--- src/rtl/uart_sched_pkg.sv ---
// Shared types and constants for the UART TX scheduler.
//   state_e              : scheduler FSM state encoding
//   REQ_A / REQ_B        : requester identifiers (grant_id values)
//   WDOG_CYCLES_DEFAULT  : default WAIT_HI watchdog length
package uart_sched_pkg;

  typedef enum logic [1:0] {
    StIdle   = 2'd0,
    StLoad   = 2'd1,
    StWaitHi = 2'd2,
    StWaitLo = 2'd3
  } state_e;

  localparam logic REQ_A = 1'b0;
  localparam logic REQ_B = 1'b1;

  localparam int unsigned WDOG_CYCLES_DEFAULT = 16;

endpackage

--- src/rtl/rr_arbiter_2.sv ---
// Two-way round-robin arbiter.
//   clk_i, rst_ni : clock, synchronous active-low reset
//   req_a_i/req_b_i : request lines
//   upd_i, upd_id_i : record upd_id_i as the most recent winner
//   gnt_o, gnt_id_o : some request present / identity of the winner
// The pointer resets to REQ_B so that A wins the first tie.
module rr_arbiter_2
  import uart_sched_pkg::*;
(
  input  logic clk_i,
  input  logic rst_ni,
  input  logic req_a_i,
  input  logic req_b_i,
  input  logic upd_i,
  input  logic upd_id_i,
  output logic gnt_o,
  output logic gnt_id_o
);

  logic last_q;

  always_ff @(posedge clk_i) begin
    if (!rst_ni) begin
      last_q <= REQ_B;
    end else if (upd_i) begin
      last_q <= upd_id_i;
    end
  end

  always_comb begin
    gnt_o = req_a_i | req_b_i;
    if (req_a_i && req_b_i) begin
      gnt_id_o = ~last_q;
    end else if (req_a_i) begin
      gnt_id_o = REQ_A;
    end else begin
      gnt_id_o = REQ_B;
    end
  end

endmodule

--- src/rtl/uart_tx_scheduler.sv ---
// Shares one UART transmitter between requester A (one or two bytes) and
// requester B (one byte). Arbitrates round-robin, latches parity config per
// frame, and feeds bytes low-byte-first through the TX valid/busy handshake.
// Ports:
//   CLK, RST                     : clock, synchronous active-low reset
//   A_valid/A_data/A_two_bytes   : requester A frame, A_ack pulses on accept
//   B_valid/B_data               : requester B frame, B_ack pulses on accept
//   CFG_PAR_EN/CFG_PAR_TYP       : live parity config, latched at grant
//   TX_busy                      : busy from UART TX
//   TX_P_DATA/TX_Data_valid      : byte and load strobe to UART TX
//   PAR_EN/PAR_TYP               : per-frame latched parity config
//   sched_busy, grant_id, tx_err : status
// Optional: define UART_TX_WDOG_EN to abort a frame when TX_busy does not
// rise within WDOG_CYCLES cycles of WAIT_HI; otherwise tx_err is tied 0.
module uart_tx_scheduler
  import uart_sched_pkg::*;
#(
  parameter int unsigned Data_width  = 8,
  parameter int unsigned WDOG_CYCLES = WDOG_CYCLES_DEFAULT
) (
  input  logic                    CLK,
  input  logic                    RST,
  input  logic                    A_valid,
  input  logic [2*Data_width-1:0] A_data,
  input  logic                    A_two_bytes,
  output logic                    A_ack,
  input  logic                    B_valid,
  input  logic [Data_width-1:0]   B_data,
  output logic                    B_ack,
  input  logic                    CFG_PAR_EN,
  input  logic                    CFG_PAR_TYP,
  input  logic                    TX_busy,
  output logic [Data_width-1:0]   TX_P_DATA,
  output logic                    TX_Data_valid,
  output logic                    PAR_EN,
  output logic                    PAR_TYP,
  output logic                    sched_busy,
  output logic                    grant_id,
  output logic                    tx_err
);

  state_e                state_q, state_d;
  logic [Data_width-1:0] hi_q, hi_d;      // pending upper byte of an A frame
  logic                  more_q, more_d;  // upper byte still to be sent
  logic                  a_ack_q, a_ack_d, b_ack_q, b_ack_d;
  logic                  txv_q, txv_d;
  logic [Data_width-1:0] txd_q, txd_d;
  logic                  par_en_q, par_en_d, par_typ_q, par_typ_d;
  logic                  busy_q, busy_d;
  logic                  gid_q, gid_d;
  logic                  arb_gnt, arb_id, upd;

`ifdef UART_TX_WDOG_EN
  localparam int unsigned WdogW = (WDOG_CYCLES > 1) ? $clog2(WDOG_CYCLES) : 1;
  logic [WdogW-1:0] wdog_q, wdog_d;
  logic             err_q, err_d;
`else
  logic unused_wdog;
  assign unused_wdog = ^WDOG_CYCLES;
`endif

  rr_arbiter_2 u_arb (
    .clk_i   (CLK),
    .rst_ni  (RST),
    .req_a_i (A_valid),
    .req_b_i (B_valid),
    .upd_i   (upd),
    .upd_id_i(gid_q),
    .gnt_o   (arb_gnt),
    .gnt_id_o(arb_id)
  );

  always_comb begin
    state_d   = state_q;
    hi_d      = hi_q;
    more_d    = more_q;
    a_ack_d   = 1'b0;
    b_ack_d   = 1'b0;
    txv_d     = 1'b0;
    txd_d     = txd_q;
    par_en_d  = par_en_q;
    par_typ_d = par_typ_q;
    gid_d     = gid_q;
    upd       = 1'b0;
`ifdef UART_TX_WDOG_EN
    err_d     = 1'b0;
    wdog_d    = wdog_q;
`endif
    unique case (state_q)
      StIdle: begin
        if (!TX_busy && arb_gnt) begin
          gid_d     = arb_id;
          par_en_d  = CFG_PAR_EN;
          par_typ_d = CFG_PAR_TYP;
          txv_d     = 1'b1;
          state_d   = StLoad;
          if (arb_id == REQ_A) begin
            a_ack_d = 1'b1;
            txd_d   = A_data[Data_width-1:0];
            hi_d    = A_data[2*Data_width-1:Data_width];
            more_d  = A_two_bytes;
          end else begin
            b_ack_d = 1'b1;
            txd_d   = B_data;
            more_d  = 1'b0;
          end
        end
      end
      StLoad: begin
        state_d = StWaitHi;
`ifdef UART_TX_WDOG_EN
        wdog_d  = '0;
`endif
      end
      StWaitHi: begin
        if (TX_busy) begin
          state_d = StWaitLo;
`ifdef UART_TX_WDOG_EN
        end else if (wdog_q == WdogW'(WDOG_CYCLES - 1)) begin
          // TX never acknowledged the load: drop the rest of the frame
          err_d   = 1'b1;
          more_d  = 1'b0;
          upd     = 1'b1;
          state_d = StIdle;
        end else begin
          wdog_d = wdog_q + 1'b1;
`endif
        end
      end
      StWaitLo: begin
        if (!TX_busy) begin
          if (more_q) begin
            txd_d   = hi_q;
            txv_d   = 1'b1;
            more_d  = 1'b0;
            state_d = StLoad;
          end else begin
            upd     = 1'b1;
            state_d = StIdle;
          end
        end
      end
      default: state_d = StIdle;
    endcase
    busy_d = (state_d != StIdle);
  end

  always_ff @(posedge CLK) begin
    if (!RST) begin
      state_q   <= StIdle;
      hi_q      <= '0;
      more_q    <= 1'b0;
      a_ack_q   <= 1'b0;
      b_ack_q   <= 1'b0;
      txv_q     <= 1'b0;
      txd_q     <= '0;
      par_en_q  <= 1'b0;
      par_typ_q <= 1'b0;
      busy_q    <= 1'b0;
      gid_q     <= 1'b0;
`ifdef UART_TX_WDOG_EN
      wdog_q    <= '0;
      err_q     <= 1'b0;
`endif
    end else begin
      state_q   <= state_d;
      hi_q      <= hi_d;
      more_q    <= more_d;
      a_ack_q   <= a_ack_d;
      b_ack_q   <= b_ack_d;
      txv_q     <= txv_d;
      txd_q     <= txd_d;
      par_en_q  <= par_en_d;
      par_typ_q <= par_typ_d;
      busy_q    <= busy_d;
      gid_q     <= gid_d;
`ifdef UART_TX_WDOG_EN
      wdog_q    <= wdog_d;
      err_q     <= err_d;
`endif
    end
  end

  assign A_ack         = a_ack_q;
  assign B_ack         = b_ack_q;
  assign TX_P_DATA     = txd_q;
  assign TX_Data_valid = txv_q;
  assign PAR_EN        = par_en_q;
  assign PAR_TYP       = par_typ_q;
  assign sched_busy    = busy_q;
  assign grant_id      = gid_q;
`ifdef UART_TX_WDOG_EN
  assign tx_err        = err_q;
`else
  assign tx_err        = 1'b0;
`endif

endmodule

--- config.mk ---
export PLATFORM = sky130hd
export DESIGN_NAME = uart_tx_scheduler
export DESIGN_NICKNAME = d
export VERILOG_FILES = /design/src/rtl/uart_sched_pkg.sv /design/src/rtl/rr_arbiter_2.sv /design/src/rtl/uart_tx_scheduler.sv
export SDC_FILE = /design/constraint.sdc
export NUM_CORES = 1
export LEC_CHECK = 0
export BUFFER_PORTS_ARGS = -buffer_cell sky130_fd_sc_hd__buf_4
export CAP_MARGIN = 20
export CORE_UTILIZATION = 39
export DETAILED_ROUTE_END_ITERATION = 7
export PLACE_DENSITY = 0.67
export SYNTH_ARGS = -nofsm -noshare
export SYNTH_HDL_FRONTEND = slang
export SYNTH_SLANG_ARGS = --single-unit
--- constraint.sdc ---
create_clock -name CLK -period 2.8 [get_ports CLK]
set_clock_uncertainty 0.1 [all_clocks]
set_input_delay 0.56 -clock CLK [delete_from_list [all_inputs] [get_ports CLK]]
set_output_delay 0.56 -clock CLK [all_outputs]
set_load 0.1 [all_outputs]
==> Yosys cells after proc, flatten, opt, wreduce, memory -nomap -nowiden <==
Index checks and enable logic that the tools add are counted.
{ "op_classes": {"eq_ne": 6, "mux": 25, "n_bitwise": 3, "n_reduce_logical": 11} }
{ "op_table": {"columns": ["cell", "count"], "rows": [
  ["8-bit two-way mux", 4],
  ["8-bit case mux with 2 select lines", 1],
  ["1-bit two-way mux", 14],
  ["3-bit AND reduction", 3],
  ["2-bit case mux with 4 select lines", 1],
  ["2-bit two-way mux", 3],
  ["2-bit != test, second input constant", 3],
  ["2-bit == test, second input constant", 2],
  ["1-bit case mux with 2 select lines", 2],
  ["4-bit AND reduction", 1],
  ["2-bit nonzero test", 2],
  ["2-bit by 1-bit == test with 1-bit output, second input constant", 1],
  ["1-bit logical AND", 2],
  ["2-bit zero test", 1],
  ["1-bit inverter", 2],
  ["2-bit AND reduction", 1],
  ["1-bit zero test", 1],
  ["1-bit bitwise OR", 1]
]} }
{ "totals": {"ff_bits": 27, "input_bits": 32, "output_inout_bits": 16} }

==> Logic depth before layout (Yosys ltp) <==
{ "depth": {"ltp_word": 5, "depth_mapped": 7, "ltp_nobuf": 6} }

==> Cells and area by module <==
Synthesis repeated with hierarchy kept, for this count alone.
{ "hier_totals": {"hier_cells": 160, "area_unflattened_um2": 1393.8} }
{ "modules_own_cells": {"columns": ["mod", "n_inst", "cells_per_inst", "area_per_inst_um2"], "rows": [
  ["uart_tx_scheduler", 1, 154, 1345.0],
  ["rr_arbiter_2", 1, 6, 48.8]
]} }

==> Worst setup path after synthesis <==
Ideal clock, no wire load.
{ "synth_timing": {"path_type": "register to register", "start": "register state_q[0]", "end": "register txd_q[7], in the netlist TX_P_DATA[7]", "setup_time_ps": 118, "arrival_time_ps": 1530, "required_time_ps": 2582, "slack_ps": 1053, "stages_incl_launch_ff": 8, "path_buffers": 1, "synth_period_minus_slack_ps": 1747, "cell_sequence": "dfxtp_1 inv_1 ha_1 nor2b_1 a2bb2oi_1 buf_2 or3_1 o2111a_1"} }
{ "synth_via": {"elab_chain_cells": 3, "word_cells_on_any_way": 8, "cone_classes": "4 x eq/ne; 1 x mux; 3 x reduce/logical"} }
{ "synth_lines": {"columns": ["element", "line_no", "source"], "rows": [
  ["from (decl)", "uart_tx_scheduler.sv:42", "state_e state_q, state_d;"],
  ["from (signal assigned)", "uart_tx_scheduler.sv:150", "state_q <= StIdle;"],
  ["from (signal assigned)", "uart_tx_scheduler.sv:166", "state_q <= state_d;"],
  ["2-bit == test or 2-bit zero test (tied branches)", "uart_tx_scheduler.sv:89", "unique case (state_q)"],
  ["2-bit != test (no line) or 2-bit nonzero test (tied branches)", null, null],
  ["4-bit AND reduction (no line)", null, null],
  ["to (signal assigned)", "uart_tx_scheduler.sv:172", "txd_q <= txd_d;"],
  ["to (decl)", "uart_tx_scheduler.sv:47", "logic [Data_width-1:0] txd_q, txd_d;"]
]} }
Several ways; a longest one is shown, not always the timed one.
A chain may end at the register's enable or synchronous reset.

==> Worst setup path in the final report <==
{ "layout_timing": {"start": "register state_q[0]", "end": "register more_q"} }
{ "layout_via": {"elab_chain_cells": 3, "word_cells_on_any_way": 7, "cone_classes": "3 x eq/ne; 1 x mux; 3 x reduce/logical"} }
{ "layout_lines": {"columns": ["element", "line_no", "source"], "rows": [
  ["2-bit == test or 2-bit zero test (tied branches)", "uart_tx_scheduler.sv:89", null],
  ["2-bit != test (no line) or 2-bit nonzero test (tied branches)", null, null],
  ["3-bit AND reduction (no line)", null, null],
  ["to (signal assigned)", "uart_tx_scheduler.sv:168", "more_q <= more_d;"],
  ["to (decl)", "uart_tx_scheduler.sv:44", "logic more_q, more_d;"]
]} }
Several ways; a longest one is shown, not always the timed one.

==> out/metrics.yaml <==
dieArea_um2: 3525
start_kind: "register"
fmax_mhz: 486.1
overflow: 0
fillers: 288
power_density_nw_per_um2: 887.5
start_util: 0.4171
drt_pass1_iterations: 4
path_clk_slew_ns: 0.16
path_class: "register to register"
fin_crit_ns: 2.057
dieHeight_um: 59.37
slowest_stage: "or4b_1"
viasPerCell: 5.306
r2r_cells: 7
max-clock-path-buffers: 2
clock-sinks: 27
grt_pass1_wl_mm: 5.092
p_leak_uw: 0.0007443
grt_usage: 0.1981
synth_top_area_cell: "dfxtp_1"
syn_nets: 170
drc_errors: 0
worstPathMaxFanout: 12
cts_htree_levels: 1
nNetsFinal: 215
cts_resized: 0
placed_cells: 218
fp-row-count: 20
drive_gt1_frac: 0.3258
synthTopCellsByArea: "dfxtp_1, o2111a_1, a22o_1"
post-synth-top-area-fraction: 0.4211
layout.cells.non_filler: 222
maxSlewViolCount: 0
ant_nets: 0
worstMarginPinSlew_ns: 0.6499
synthFlopType: "dfxtp_1"
post_drt_wl_per_cell_um: 14.27
numCtsBuffers: 3
end_kind: "register"
critical_path.top_delay_family: "simple AND/OR/NAND/NOR gates"
cts-root-buf: "clkbuf_4"
setup_viol: 0
yosys_warnings: 0
syn_area_um2: 1284
max-cap-violations: 0
syn_avg_cell_area_um2: 9.580
setup_tns_ns: 0
required_ns: 2.98
clock_latency_ns: 0.35
hpwl_mm: 2.428
yosysMostFrequentCell: "dfxtp_1"
slew_headroom: 0.5658
antenna_found_initial: 0
cts_setup_buffers: 0
cts_tree: "built"
top_level_ports: 48
place.gp.congestion: 0.7256
ir_drop_uv: 464.0
async_flop_share: 0
area_growth_pct: 31.09
via_count: 1178
synth_edf_count: 0
rsz0062_at_grt: "false"
critPathBufInv: 2
synth.distinct_cells: 34
synthTopCellsByCount: "dfxtp_1, inv_1, o21ai_0"
die_w_um: 59.37
wirelength_mm: 3.168
status: "finished, final reports clean"
yosysSeqAreaShare: 0.4211
portBuffers: 46
initialDrtViolationCount: 11
hold_viol: 0
period_share: 0.7348
grt_max_degree: 18
core-area_um2: 3078
min_path_type: "input port to register"
min_path_cells: 2
cp.depth: 7
arrival_ns: 2.24
synthCells: 134
cts_hold_buf: 0
cpPeakStageDelay_ns: 0.50
grt_pass1_vias: 1120
ys_ff_latch: 27
n_antenna_cell: 0
path_cells: "inv_1, ha_1, nor2b_1, a2bb2oi_1, buf_4, or4b_1, a21oi_1"
[power breakdown]
part           internal [uW]  leakage (uW)  total [uW]  switching, uW
registers                459      0.000221         513           54.5
logic                    235      0.000505         792            557
clock network           58.7     0.0000183         188            129
total                    753      0.000744        1490            741
[cells in the final DEF (no fill, tap or decap), types with 2 or more instances in the layout]
master / netlist / routed
mux2i_1: 2 / 2
a22o_1: 8 / 8
o21a_1: 2 / 2
o21bai_1: 8 / 8
o21ai_0: 10 / 10
o2111a_1: 8 / 8
nand2b_4: 2 / 2
o211ai_1: 8 / 8
ha_1: 4 / 4
clkbuf_4: 0 / 3
a21oi_1: 6 / 6
nor2b_1: 2 / 2
nor2_1: 8 / 8
nand2_1: 5 / 5
inv_1: 12 / 12
buf_4: 1 / 47
dfxtp_1: 27 / 27
[worst paths after layout]
kind | slack, ns | to | startpoint
worst max register to register | 0.74 | more_q | state_q[0]
worst min register to register | 0.39 | hi_q[7] | hi_q[7]
worst max-delay path | 0.74 | more_q | state_q[0]
worst min-delay path | 0.31 | hi_q[3] | A_data[11]
[cell families after synthesis]
logic type,after synthesis,share of synthesized area
compound gates,53,0.3109
fa+ha+maj,4,0.03899
buf+inv,20,0.06920
flops,27,0.4211
mux,3,0.02437
other cells,1,0.002921
simple gates,26,0.1326
[stage by stage]
step	hold WS, ns	util	setup WS (ns)	cell area [um2]	total power [uW]
4_1_cts	0.3021	0.5467	0.7689	1683	1502
3_5_place_dp	0.3642	0.5366	0.7746	1652	1318
6_report	0.3058	0.5467	0.7427	1683	1494
5_1_grt	0.2828	0.5467	0.6253	1683	1578
2_1_floorplan	0.3423	-	1.053	1284	1138
3_3_place_gp	0.3685	0.5366	0.8326	1652	1303
[flip-flops by register name, indices dropped and copies added, names as in the netlist]
name	count
A_ack	1
sched_busy	1
grant_id	1
PAR_TYP	1
more_q	1
u_arb.last_q	1
hi_q	8
B_ack	1
state_q	2
TX_P_DATA	8
TX_Data_valid	1
PAR_EN	1
[cell type report]
type                    instances  area, um2  share of cell area
inverters                      13      48.80             0.02900
repair buffers                 47      352.8              0.2097
clock buffers                   3      22.52             0.01338
multi-input cells              87      654.4              0.3888
flip-flops and latches         27      540.5              0.3212
well taps                      44      55.05             0.03271
clock inverters                 1      8.758            0.005204
[metal layers]
metal	up-vias	routed length, um	GRT usage
met4	0	35	0.06122
met3	5	169	0.05677
met5	-	0	0
li1	575	-	-
met1	569	1403	0.2493
met2	29	1560	0.3258
(Power assumes the default switching activity.)
